[config.mk]
export PLATFORM = sky130hd
export DESIGN_NAME = pipe_rr_sched_flat
export DESIGN_NICKNAME = d
export VERILOG_FILES = /design/src/rtl/pipe_rr_sched_if.sv /design/src/rtl/pipe_rr_sched.sv /design/src/flat_wrapper.sv
export SDC_FILE = /design/constraint.sdc
export NUM_CORES = 1
export LEC_CHECK = 0
export BUFFER_PORTS_ARGS = -buffer_cell sky130_fd_sc_hd__buf_4
export CAP_MARGIN = 20
export CORE_ASPECT_RATIO = 0.5
export CORE_MARGIN = 2
export CORE_UTILIZATION = 42
export CTS_CLUSTER_DIAMETER = 120
export DETAILED_ROUTE_END_ITERATION = 12
export PLACE_DENSITY = 0.67
export SETUP_SLACK_MARGIN = 0.05
export SYNTH_ARGS = -nofsm -noshare
export SYNTH_HDL_FRONTEND = slang
export SYNTH_SLANG_ARGS = --single-unit
[constraint.sdc]
create_clock -name clk -period 3.55 [get_ports clk]
set_clock_uncertainty 0.1 [all_clocks]
set_input_delay 0.1775 -clock clk [delete_from_list [all_inputs] [get_ports clk]]
set_output_delay 0.1775 -clock clk [all_outputs]
set_load 0.02 [all_outputs]
[src/rtl/pipe_rr_sched_if.sv]
// Requester/downstream bundle for pipe_rr_sched.
// The master side drives requests and out_ready; the slave side is the scheduler.
interface pipe_rr_sched_if #(
    parameter int N   = 4,
    parameter int W   = 8,
    parameter int IDW = (N > 1) ? $clog2(N) : 1
);
    logic [N-1:0]   req;
    logic [N*W-1:0] data_in;
    logic [N-1:0]   grant;
    logic           out_valid;
    logic [W-1:0]   out_data;
    logic [IDW-1:0] out_id;
    logic           out_ready;
    logic           busy;

    modport master (
        output req, data_in, out_ready,
        input  grant, out_valid, out_data, out_id, busy
    );

    modport slave (
        input  req, data_in, out_ready,
        output grant, out_valid, out_data, out_id, busy
    );
endinterface

[src/rtl/pipe_rr_sched.sv]
// Round-robin scheduler with bounded burst lock feeding a shared
// DEPTH-stage registered pipeline; backpressure freezes the whole chain.
module pipe_rr_sched #(
    parameter int N         = 4,
    parameter int W         = 8,
    parameter int DEPTH     = 2,
    parameter int MAX_BURST = 4
) (
    input  logic           clk,
    input  logic           rst,
    pipe_rr_sched_if.slave bus
);
    localparam int IDW = (N > 1) ? $clog2(N) : 1;
    localparam int CW  = $clog2(MAX_BURST + 1);

    logic [IDW-1:0]   r_ptr;
    logic [IDW-1:0]   r_owner;
    logic             r_own_vld;
    logic [CW-1:0]    r_cnt;
    logic [DEPTH-1:0] r_v;
    logic [W-1:0]     r_data [DEPTH];
    logic [IDW-1:0]   r_id   [DEPTH];

    logic             w_adv;
    logic             w_cont;
    logic             w_hit;
    logic             w_go;
    logic             w_new;
    logic [IDW-1:0]   w_win;
    logic [IDW-1:0]   w_ptr_nxt;
    logic [N-1:0]     w_grant;

    assign w_adv  = ~(r_v[DEPTH-1] & ~bus.out_ready);
    assign w_cont = r_own_vld & bus.req[r_owner]
                  & (r_cnt < CW'(MAX_BURST));

    // Scan runs from the far end so the offset closest to ptr wins last.
    always_comb begin
        int j;
        j       = 0;
        w_hit   = 1'b0;
        w_win   = r_owner;
        w_grant = '0;
        if (w_cont) begin
            w_hit = 1'b1;
        end else begin
            for (int i = N - 1; i >= 0; i--) begin
                j = int'(r_ptr) + i;
                if (j >= N) j = j - N;
                if (bus.req[j]) begin
                    w_hit = 1'b1;
                    w_win = IDW'(j);
                end
            end
        end
        if (w_hit && w_adv && !rst) w_grant[w_win] = 1'b1;
    end

    assign w_go      = |w_grant;
    assign w_new     = ~r_own_vld | (w_win != r_owner)
                     | (r_cnt == CW'(MAX_BURST));
    assign w_ptr_nxt = (w_win == IDW'(N - 1)) ? '0 : w_win + 1'b1;

    always_ff @(posedge clk or posedge rst) begin
        if (rst) begin
            r_ptr     <= '0;
            r_owner   <= '0;
            r_own_vld <= 1'b0;
            r_cnt     <= '0;
        end else if (w_adv) begin
            if (w_go) begin
                r_owner   <= w_win;
                r_own_vld <= 1'b1;
                r_ptr     <= w_ptr_nxt;
                r_cnt     <= w_new ? CW'(1) : r_cnt + 1'b1;
            end else begin
                r_own_vld <= 1'b0;
                r_cnt     <= '0;
            end
        end
    end

    always_ff @(posedge clk or posedge rst) begin
        if (rst) begin
            r_v <= '0;
            for (int i = 0; i < DEPTH; i++) begin
                r_data[i] <= '0;
                r_id[i]   <= '0;
            end
        end else if (w_adv) begin
            r_v[0] <= w_go;
            if (w_go) begin
                r_data[0] <= bus.data_in[int'(w_win) * W +: W];
                r_id[0]   <= w_win;
            end
            for (int i = 1; i < DEPTH; i++) begin
                r_v[i]    <= r_v[i-1];
                r_data[i] <= r_data[i-1];
                r_id[i]   <= r_id[i-1];
            end
        end
    end

    assign bus.grant     = w_grant;
    assign bus.out_valid = r_v[DEPTH-1];
    assign bus.out_data  = r_data[DEPTH-1];
    assign bus.out_id    = r_id[DEPTH-1];
    assign bus.busy      = |r_v;
endmodule
[src/flat_wrapper.sv]
// flat-port wrapper written by rule: the top's interface ports become plain ports
module pipe_rr_sched_flat 
#(
    parameter int N         = 4,
    parameter int W         = 8,
    parameter int DEPTH     = 2,
    parameter int MAX_BURST = 4
)
  (clk, rst, bus_req, bus_data_in, bus_out_ready, bus_grant, bus_out_valid, bus_out_data, bus_out_id, bus_busy);
  pipe_rr_sched_if #(.N(N), .W(W)) bus_i ();
  input  logic clk;
  input  logic rst;
  input wire logic [$bits(bus_i.req)-1:0] bus_req;
  input wire logic [$bits(bus_i.data_in)-1:0] bus_data_in;
  input wire logic [$bits(bus_i.out_ready)-1:0] bus_out_ready;
  output wire logic [$bits(bus_i.grant)-1:0] bus_grant;
  output wire logic [$bits(bus_i.out_valid)-1:0] bus_out_valid;
  output wire logic [$bits(bus_i.out_data)-1:0] bus_out_data;
  output wire logic [$bits(bus_i.out_id)-1:0] bus_out_id;
  output wire logic [$bits(bus_i.busy)-1:0] bus_busy;
  assign bus_i.req = bus_req;
  assign bus_i.data_in = bus_data_in;
  assign bus_i.out_ready = bus_out_ready;
  assign bus_grant = bus_i.grant;
  assign bus_out_valid = bus_i.out_valid;
  assign bus_out_data = bus_i.out_data;
  assign bus_out_id = bus_i.out_id;
  assign bus_busy = bus_i.busy;
  pipe_rr_sched #(.N(N), .W(W), .DEPTH(DEPTH), .MAX_BURST(MAX_BURST)) u_core (.clk(clk), .rst(rst), .bus(bus_i));
endmodule
==> results of run 1 <==
-- final cells by class --
class / instances / area share [%]
flip-flops and latches: 27 / 30.6
repair buffers: 59 / 21.1
clock inverters: 1 / 0.397
inverters: 6 / 1.02
multi-input cells: 117 / 42.0
clock buffers: 3 / 1.87
well taps: 54 / 3.06
-- critical path, stage by stage (launching register included) --
cell       delay (ps)
dfrtp_1           470
mux2_2            390
o2bb2ai_1         130
o21ai_0           320
and2_1            260
inv_1              80
ha_1              230
o41a_2            570
nand2_1           320
o21ai_0           140
-- per-stage QoR --
stage	hold WS (ps)	util, %	area, sq um	instances	power [mW]
detailed placement	369	54.3	2120	261	1.56
global route	69.7	56.6	2210	267	1.87
global placement	354	54.3	2120	261	1.54
finish	79.9	56.6	2210	267	1.74
CTS	76.8	55.6	2170	265	1.75
floorplan	130	-	1720	164	1.31
-- synthesized netlist by cell type, drive strengths merged --
| cell type | instances |
|---|---|
| a2111oi | 1 |
| a211o | 1 |
| a211oi | 2 |
| a21boi | 1 |
| a21oi | 2 |
| a22o | 1 |
| a22oi | 9 |
| a2bb2oi | 2 |
| a31oi | 1 |
| a32o | 1 |
| and2 | 5 |
| and3 | 2 |
| and3b | 1 |
| buf | 13 |
| clkbuf | 1 |
| dfrtp | 27 |
| ha | 6 |
| inv | 6 |
| mux2 | 18 |
| mux2i | 10 |
| nand2 | 11 |
| nand3 | 1 |
| nand3b | 1 |
| nand4 | 1 |
| nor2 | 5 |
| nor2b | 6 |
| nor3 | 1 |
| nor3b | 1 |
| nor4 | 1 |
| nor4b | 2 |
| nor4bb | 1 |
| o21a | 2 |
| o21ai | 13 |
| o21ba | 1 |
| o2bb2ai | 1 |
| o31ai | 1 |
| o41a | 1 |
| o41ai | 1 |
| or2 | 2 |
| or3b | 1 |
-- power breakdown --
part	switching (mW)	total [mW]	internal (mW)
Combinational	0.519	1.00	0.482
Clock	0.0997	0.182	0.0824
Sequential	0.104	0.552	0.448
-- repair_timing --
| action | in CTS | in global routing |
|---|---|---|
| hold buffers | 0 | 1 |
| endpoints found under the hold margin | 0 | 10 |
| endpoints found under the setup margin | 0 | 0 |
-- cell families after synthesis --
family	share of synthesized area [%]
compound gates	17.8
mux	17.6
fa+ha+maj	4.37
simple gates	13.8
buf+inv	7.07
flops	39.4
-- worst paths after layout --
| check | slack [ps] | end | cells past startpoint | start |
|---|---|---|---|---|
| max in group asynchronous | 2490 | u_core.bus.out_data[5]$_DFFE_PP0N_ | 4 | rst |
| hold reg to reg | 400 | u_core.bus.out_id[1]$_DFFE_PP0N_ | 2 | u_core.bus.out_id[1]$_DFFE_PP0N_ |
| setup / recovery | 410 | u_core.r_data[8]$_DFFE_PP0P_ | 9 | u_core.r_owner[0]$_DFFE_PP0P_ |
| hold / removal | 80 | u_core.r_data[14]$_DFFE_PP0P_ | 3 | bus_data_in[6] |
| min in group asynchronous | 410 | u_core.r_owner[0]$_DFFE_PP0P_ | 3 | rst |
| setup reg to reg | 410 | u_core.r_data[8]$_DFFE_PP0P_ | 9 | u_core.r_owner[0]$_DFFE_PP0P_ |
-- flip-flops by register name, indices dropped and copies added (netlist names) --
| name | count |
|---|---|
| u_core.r_data | 8 |
| u_core.bus.out_data | 8 |
| u_core.bus.out_id | 2 |
| u_core.r_v | 2 |
| u_core.r_owner | 2 |
| u_core.r_ptr | 2 |
| u_core.r_cnt | 3 |
-- placed cells by master, fill, tap and decap left out, drive strengths merged, types with 3 or more instances in the layout --
master	n
dfrtp	27
and2	5
mux2	18
a22oi	9
nor2	5
nand2	11
nor2b	6
inv	7
mux2i	10
ha	6
o21ai	13
buf	58
clkbuf	3
-- layer usage --
metal	vias to the layer above	routed length (microns)	track usage [%]
li1	695	-	-
met1	686	1730	23.0
met2	32	1790	28.0
met3	2	156	4.02
met4	0	12	3.62
met5	-	0	0
==> impl_metrics.csv, run 1 <==
group,metric,value,unit
run_status,status,"finished, final reports clean",
sta,period_share,88.4,%
logic_synthesis,synthesis.area,0.00172,sq mm
global_routing,gr-total-overflow,0,
global_routing,grt_pass1_vias,1375,
clock_tree,clk_latency,270,ps
clock_tree,clk_pin_slew,90,ps
logic_synthesis,synth-seq-cells,27,
clock_tree,cts.repair.resized,0,
floorplanning,dieArea,0.00465,sq mm
power_and_ir_drop,ir_drop,0.000324,V
floorplanning,die_h,49.2,microns
floorplanning,core_area,0.00390,sq mm
sta,maxSlewHeadroom,55.7,%
logic_synthesis,synth_top_area_cell,"dfrtp_1",
clock_tree,cts_root_buf,"clkbuf_8",
finish,fillers,343,
floorplanning,start_util,44.0,%
finish,diodes,0,
critical_path,crit_arrival,3190,ps
critical_path,cp_max_fo,10,
sta,setup_viol,0,
logic_synthesis,synth.top_cell.area_share,39.4,%
sta,setup_tns,0,ps
finish,multi_input_area,927,sq um
global_routing,grt_max_degree,28,
clock_tree,clkSinkCount,27,
global_routing,antenna_found_initial,0,
job,drv_cap,0,
clock_tree,post-cts-setup-buffers,0,
floorplanning,io_pins,55,
power_and_ir_drop,power.density,786,mW/mm^2
logic_synthesis,syn-num-nets,209,
sta,hold_viol_final,0,
place,numPortBuffers,54,
critical_path,timing_worst_setup_path_type,"reg2reg",
logic_synthesis,yosysSeqAreaShare,39.4,%
logic_synthesis,ys_types,46,
place,dpl.hpwl,2850,microns
place,gp_congestion,0.976,
global_routing,grt_pass1_wl,6140,microns
sta,post-route-min-period,3140,ps
finish,nets,259,
detailed_routing,first_pass_iters,4,
sta,rsz0062_at_grt,"false",
logic_synthesis,avgSynthCellArea,10.5,sq um
finish,drive_gt1_share,40.4,%
detailed_routing,num_vias,1415,
critical_path,crit_required,3600,ps
logic_synthesis,synth.area.top_cells,"dfrtp_1, mux2_2, mux2i_1",
power_and_ir_drop,leakagePower,1.04,nW
logic_synthesis,syn-instance-count,164,
floorplanning,die_w,94.4,microns
detailed_routing,wire_per_inst,13.8,microns
floorplanning,num_rows,16,
logic_synthesis,yosys_warnings,0,
clock_tree,ctsHtreeMaxLevel,1,
critical_path,cp-start-kind,"flip-flop",
detailed_routing,via_per_inst,5.30,
sta,tightest_slew,660,ps
sta,fmax,319,MHz
sta,fin_ws,411,ps
worst_hold_path,min_path_type,"in2reg",
critical_path,worstSetupEndpointType,"flip-flop",
clock_tree,cts_buffers,3,
clock_tree,clock_path_buffers,2,
detailed_routing,routed_wl,3690,microns
detailed_routing,drc,0,
clock_tree,cts_tree,"built",
place,pre_cts_slack,425,ps
sta,final_max_slew_viol_count,0,
finish,seq_area,676,sq um
finish,area_growth,28.6,%
detailed_routing,drt_iter0_markers,77,
global_routing,groute.usage.overall,17.0,%
detailed_routing,ant_nets,0,
Note: power is estimated with default switching activity, not from simulation.
==> inputs of run 2 (changes only) <==
==> constraint.sdc (replaced) <==
create_clock -name clk -period 4.02 [get_ports clk]
set_clock_uncertainty 0.1 [all_clocks]
set_input_delay 0.201 -clock clk [delete_from_list [all_inputs] [get_ports clk]]
set_output_delay 0.201 -clock clk [all_outputs]
set_load 0.02 [all_outputs]
==> impl_metrics.csv, run 2 (synthesized netlist as in run 1, its figures left out) <==
group,metric,value,unit
clock_tree,cts_buffers,3,
clock_tree,clkSinkCount,27,
critical_path,ff2ff_path_depth,9,
sta,final_max_slew_viol_count,0,
critical_path,r2r-end,"u_core.r_data[8]$_DFFE_PP0P_",
global_routing,groute.usage.overall,17.2,%
finish,diodes,0,
worst_hold_path,min_path_type,"in2reg",
run_status,status,"finished, final reports clean",
sta,fmax,315,MHz
power_and_ir_drop,power.share.clock,10.6,%
critical_path,cp_max_fo,10,
detailed_routing,wire_per_inst,14.4,microns
clock_tree,clk_latency,270,ps
clock_tree,cts.repair.resized,0,
worst_hold_path,hold_end,"u_core.r_data[14]$_DFFE_PP0P_",
detailed_routing,num_vias,1417,
power_and_ir_drop,p_comb_share,57.7,%
power_and_ir_drop,ir_drop,0.000230,V
finish,fin_cells,267,
finish,drive_gt1_share,40.4,%
critical_path,worstSetupEndpointType,"flip-flop",
detailed_routing,routed_wl,3840,microns
floorplanning,dieArea,0.00465,sq mm
detailed_routing,first_pass_iters,4,
floorplanning,die_h,49.2,microns
floorplanning,die_w,94.4,microns
sta,period_share,79.1,%
sta,setup_viol,0,
critical_path,crit_required,4070,ps
power_and_ir_drop,power.internal,0.892,mW
sta,fin_ws,841,ps
global_routing,gr-total-overflow,0,
place,gp_congestion,0.906,
clock_tree,post-cts-setup-buffers,0,
global_routing,antenna_found_initial,0,
power_and_ir_drop,power_frac_seq,31.7,%
power_and_ir_drop,p_sw,0.647,mW
global_routing,grt_pass1_wl,6310,microns
place,pre_cts_slack,792,ps
power_and_ir_drop,swShare,42.0,%
detailed_routing,drt_iter0_markers,26,
floorplanning,io_pins,55,
critical_path,timing.rr.start,"u_core.r_owner[0]$_DFFE_PP0P_",
clock_tree,cts_root_buf,"clkbuf_8",
place,numPortBuffers,54,
floorplanning,start_util,44.0,%
clock_tree,ctsHtreeMaxLevel,1,
power_and_ir_drop,p_total,1.54,mW
detailed_routing,via_per_inst,5.31,
clock_tree,holdBufCountCts,0,
finish,nets,259,
detailed_routing,drc,0,
floorplanning,num_rows,16,
clock_tree,clk_pin_slew,100,ps
finish,final_core_util,56.6,%
detailed_routing,ant_nets,0,
floorplanning,core_area,0.00390,sq mm
power_and_ir_drop,leakagePower,1.04,nW
global_routing,grt_max_degree,28,
job,drv_cap,0,
critical_path,crit_arrival,3230,ps
sta,maxSlewHeadroom,60.9,%
clock_tree,clock_path_buffers,2,
sta,post-route-min-period,3180,ps
place,dpl.hpwl,2880,microns
clock_tree,cts_tree,"built",
worst_hold_path,hp-start,"bus_data_in[6]",
sta,tightest_slew,580,ps
critical_path,timing_worst_setup_path_type,"reg2reg",
power_and_ir_drop,power.density,697,mW/mm^2
sta,setup_tns,0,ps
critical_path,cp-start-kind,"flip-flop",
place,dp_cells,261,
global_routing,grt_pass1_vias,1413,
sta,rsz0062_at_grt,"false",
finish,layout_common_cells,"buf_4, dfrtp_1, mux2_2",
finish,final_common_cell,"buf_4",
worst_hold_path,worstHoldPathCells,3,
critical_path,worst-r2r-setup-slack,840,ps
sta,hold_viol_final,0,
finish,area_growth,28.6,%
[run 2: power by group through the flow]
stage               Clock (mW)  Combinational (mW)  Sequential (mW)
CTS                      0.167               0.891            0.488
global placement             0               0.871            0.488
finish                   0.163               0.888            0.488
floorplan                    0               0.689            0.469
detailed placement           0               0.889            0.493
global route             0.180               0.975            0.509
[run 2: how the worst max path moves through the flow]
stage	start	end
after detailed placement	u_core.r_owner[0]$_DFFE_PP0P_	u_core.r_data[9]$_DFFE_PP0P_
final	u_core.r_owner[0]$_DFFE_PP0P_	u_core.r_data[8]$_DFFE_PP0P_
after CTS	u_core.r_owner[0]$_DFFE_PP0P_	u_core.r_data[9]$_DFFE_PP0P_
after floorplan	u_core.r_owner[0]$_DFFE_PP0P_	u_core.r_data[10]$_DFFE_PP0P_
after global placement	u_core.r_owner[0]$_DFFE_PP0P_	u_core.r_data[13]$_DFFE_PP0P_
after global routing	u_core.r_owner[0]$_DFFE_PP0P_	u_core.r_data[11]$_DFFE_PP0P_
[run 2: cell type report]
cell class              count  area, sq um
inverters                   6         22.5
clock buffers               3         41.3
flip-flops and latches     27          676
well taps                  54         67.6
clock inverters             1         8.76
repair buffers             59          465
multi-input cells         117          927
fillers                   369         1700
[run 2: layer usage]
metal	up-vias	share of wire [%]	track usage (%)
met4	0	0.49	3.38
met3	2	6.3	6.03
met5	-	0	0
li1	692	-	-
met1	687	46	22.8
met2	36	48	27.5
[run 2: through the flow]
stage / instance area (sq um) / hold slack, ps
2_1_floorplan: 1720 / 154
3_3_place_gp: 2120 / 371
3_5_place_dp: 2120 / 394
4_1_cts: 2170 / 99.1
5_1_grt: 2210 / 114
6_report: 2210 / 96.4
[run 2: critical path, stage by stage, from the launching register on]
cell     delay, ps
dfrtp_1        480
mux2i_1        310
nor2_1         130
o31ai_4        540
inv_1          140
ha_1           250
o41ai_2        610
a21oi_2        190
a22oi_1        190
o21ai_0        110
==> inputs of run 3 (changes only) <==
--- a/config.mk
+++ b/config.mk
@@ -5,6 +5,7 @@
 export SDC_FILE = /design/constraint.sdc
 export NUM_CORES = 1
 export LEC_CHECK = 0
+export ABC_AREA = 1
 export BUFFER_PORTS_ARGS = -buffer_cell sky130_fd_sc_hd__buf_4
 export CAP_MARGIN = 20
 export CORE_ASPECT_RATIO = 0.5
@@ -12,7 +13,7 @@
 export CORE_UTILIZATION = 42
 export CTS_CLUSTER_DIAMETER = 120
 export DETAILED_ROUTE_END_ITERATION = 12
-export PLACE_DENSITY = 0.67
+export PLACE_DENSITY = 0.66
 export SETUP_SLACK_MARGIN = 0.05
 export SYNTH_ARGS = -nofsm -noshare
 export SYNTH_HDL_FRONTEND = slang
==> constraint.sdc (replaced) <==
create_clock -name clk -period 3.1 [get_ports clk]
set_clock_uncertainty 0.1 [all_clocks]
set_input_delay 0.155 -clock clk [delete_from_list [all_inputs] [get_ports clk]]
set_output_delay 0.155 -clock clk [all_outputs]
set_load 0.02 [all_outputs]
==> impl_metrics.csv, run 3 <==
group,metric,value,unit
clock_tree,ctsHtreeMaxLevel,1,
logic_synthesis,synth-edff-count,0,
floorplanning,dieArea,0.00516,sq mm
logic_synthesis,synth-seq-cells,27,
logic_synthesis,synth_top_area_cell,"dfrtp_1",
finish,diodes,0,
job,drv_cap,0,
global_routing,grt_pass1_vias,1771,
global_routing,grt_max_degree,29,
power_and_ir_drop,power.density,1210,mW/mm^2
critical_path,r2r-end,"u_core.r_owner[0]$_DFFE_PP0P_",
power_and_ir_drop,p_sw,1.54,mW
critical_path,cp-start-kind,"flip-flop",
place,dpl.hpwl,3380,microns
power_and_ir_drop,power.share.clock,7.3,%
finish,final_common_cell,"nand2_1",
logic_synthesis,yosysSeqAreaShare,35.2,%
detailed_routing,routed_wl,4450,microns
worst_hold_path,worstHoldPathCells,3,
clock_tree,cts_root_buf,"clkbuf_8",
sta,final_max_slew_viol_count,0,
logic_synthesis,yosys_warnings,0,
finish,drive_gt1_share,26.6,%
logic_synthesis,ys_types,26,
clock_tree,clk_latency,280,ps
detailed_routing,via_per_inst,4.87,
logic_synthesis,yosysMostFrequentCell,"nand2_1",
logic_synthesis,async_flop_share,100,%
worst_hold_path,min_path_type,"in2reg",
clock_tree,clkSinkCount,27,
critical_path,ff2ff_path_depth,14,
critical_path,crit_required,3180,ps
detailed_routing,num_vias,1909,
sta,tightest_slew,421,ps
detailed_routing,drc,0,
finish,layout_common_cells,"nand2_1, buf_4, inv_1",
sta,fmax,365,MHz
critical_path,timing.critical_path.to,"u_core.r_owner[0]$_DFFE_PP0P_",
critical_path,timing_worst_setup_path_type,"reg2reg",
global_routing,grt_pass1_wl,7460,microns
floorplanning,io_pins,55,
detailed_routing,ant_nets,0,
logic_synthesis,synthesis.area,0.00192,sq mm
sta,rsz0062_at_grt,"false",
finish,nets,381,
clock_tree,cts_tree,"built",
detailed_routing,wire_per_inst,11.4,microns
critical_path,slowest_stage,"dfrtp_2",
power_and_ir_drop,p_comb_share,70.6,%
critical_path,cp_max_fo,5,
logic_synthesis,synth.area.top_cells,"dfrtp_1, nand2_1, inv_1",
clock_tree,clk_pin_slew,100,ps
logic_synthesis,syn-instance-count,285,
logic_synthesis,avgSynthCellArea,6.73,sq um
clock_tree,cts_buffers,3,
power_and_ir_drop,leakagePower,1.38,nW
sta,post-route-min-period,2740,ps
finish,area_growth,26.6,%
critical_path,timing.rr.start,"u_core.r_owner[1]$_DFFE_PP0P_",
detailed_routing,first_pass_iters,4,
power_and_ir_drop,swShare,52.2,%
critical_path,crit_start,"u_core.r_owner[1]$_DFFE_PP0P_",
power_and_ir_drop,ir_drop,0.000421,V
floorplanning,core_area,0.00440,sq mm
detailed_routing,drt_iter0_markers,95,
finish,fin_cells,392,
sta,hold_viol_final,0,
critical_path,worstSetupEndpointType,"flip-flop",
logic_synthesis,synth.top_cell.area_share,35.2,%
sta,maxSlewHeadroom,71.9,%
sta,setup_viol,0,
global_routing,gr-total-overflow,0,
critical_path,worst-r2r-setup-slack,360,ps
floorplanning,num_rows,17,
finish,fillers,406,
floorplanning,die_w,99.6,microns
floorplanning,start_util,43.6,%
power_and_ir_drop,power_frac_seq,22.0,%
critical_path,max_stage_delay,470,ps
critical_path,crit_chain,"inv_2, a21oi_1, o21ai_1, nand4_1, nor2_1, inv_1, nand2_4, inv_1, ha_1, o21ai_2, nand2_2, buf_4, buf_4, o21a_1",
global_routing,groute.usage.overall,17.9,%
place,numPortBuffers,54,
logic_synthesis,syn-num-nets,330,
sta,setup_tns,0,ps
run_status,status,"finished, final reports clean",
sta,period_share,88.4,%
place,dp_cells,381,
critical_path,crit_arrival,2820,ps
floorplanning,die_h,51.8,microns
place,gp_congestion,0.785,
clock_tree,clock_path_buffers,2,
power_and_ir_drop,power.internal,1.41,mW
logic_synthesis,ys.flop_type,"dfrtp_1",
logic_synthesis,synthTopCellsByCount,"nand2_1, inv_1, dfrtp_1",
global_routing,antenna_found_initial,0,
-- run 3: changes by cell type after synthesis, moves of 5 or more --
cell / delta
nand2_2: +9
mux2_2: -17
nand3_1: +23
and2_1: -5
inv_1: +40
mux2i_1: -10
or2_0: +5
nor2_1: +5
a21oi_1: +8
nor2b_1: -6
nand2_1: +87
a22oi_1: -9
o211ai_1: +6
-- run 3: per-layer routing --
layer | vias to the layer above | wire length (microns) | track usage, %
met1 | 891 | 1960 | 23.1
li1 | 970 | - | -
met2 | 44 | 2250 | 32.0
met4 | 0 | 28 | 3.88
met5 | - | 0 | 0
met3 | 4 | 218 | 3.23
-- run 3: repair_timing --
action | in CTS | in global routing
hold buffers | 0 | 1
cloned | 0 | 1
setup endpoints to repair | 3 | 9
hold endpoints to repair | 0 | 7
gates resized for setup | 1 | 7
pin swaps | 0 | 3
setup buffers | 0 | 4
-- run 3: worst min path at each step --
stage,to,startpoint
floorplan,u_core.bus.out_data[0]$_DFFE_PP0N_,rst
global placement,u_core.r_data[11]$_DFFE_PP0P_,bus_data_in[11]
detailed placement,u_core.r_data[11]$_DFFE_PP0P_,bus_data_in[11]
CTS,u_core.r_data[11]$_DFFE_PP0P_,bus_data_in[11]
global route,u_core.r_data[8]$_DFFE_PP0P_,bus_data_in[8]
finish,u_core.r_data[11]$_DFFE_PP0P_,bus_data_in[11]
-- run 3: cell type report --
type                    instances  area [sq um]  area share [%]
clock inverters                 1          8.76           0.361
multi-input cells             193           956            39.4
repair buffers                 62           488            20.1
well taps                      57          71.3            2.94
clock buffers                   3          41.3            1.70
flip-flops and latches         27           677            27.9
inverters                      49           186            7.68
-- run 3: worst max-delay path, delay by kind of cell, from the launching register on --
kind            cells  cell delay (ps)
buf+inv             5              580
simple gates        4              720
compound gates      4              530
fa+ha+maj           1              220
flops               1              470
-- run 3: kinds of logic after synthesis --
family | count (synthesis) | share of synthesized area [%]
flops | 27 | 35.2
buf+inv | 66 | 15.8
xor+xnor | 1 | 0.457
simple gates | 155 | 35.7
compound gates | 30 | 8.94
fa+ha+maj | 6 | 3.91
-- run 3: power groups by stage --
stage / logic, mW / clock network (mW) / registers, mW
floorplan: 1.59 / 0 / 0.623
global placement: 1.88 / 0 / 0.652
detailed placement: 1.91 / 0 / 0.657
CTS: 1.93 / 0.222 / 0.650
global route: 2.38 / 0.236 / 0.677
finish: 2.08 / 0.216 / 0.650
-- run 3: metrics by stage --
step	hold slack, ps	area, sq um	setup WS [ps]	utilization, %	total power [mW]
after floorplan	108	1920	656	-	2.21
after global placement	326	2290	126	52.0	2.53
after detailed placement	324	2290	64.7	52.0	2.57
after CTS	27.0	2340	128	53.2	2.80
after global routing	28.3	2430	65.5	55.2	3.29
final	27.4	2430	360	55.2	2.95
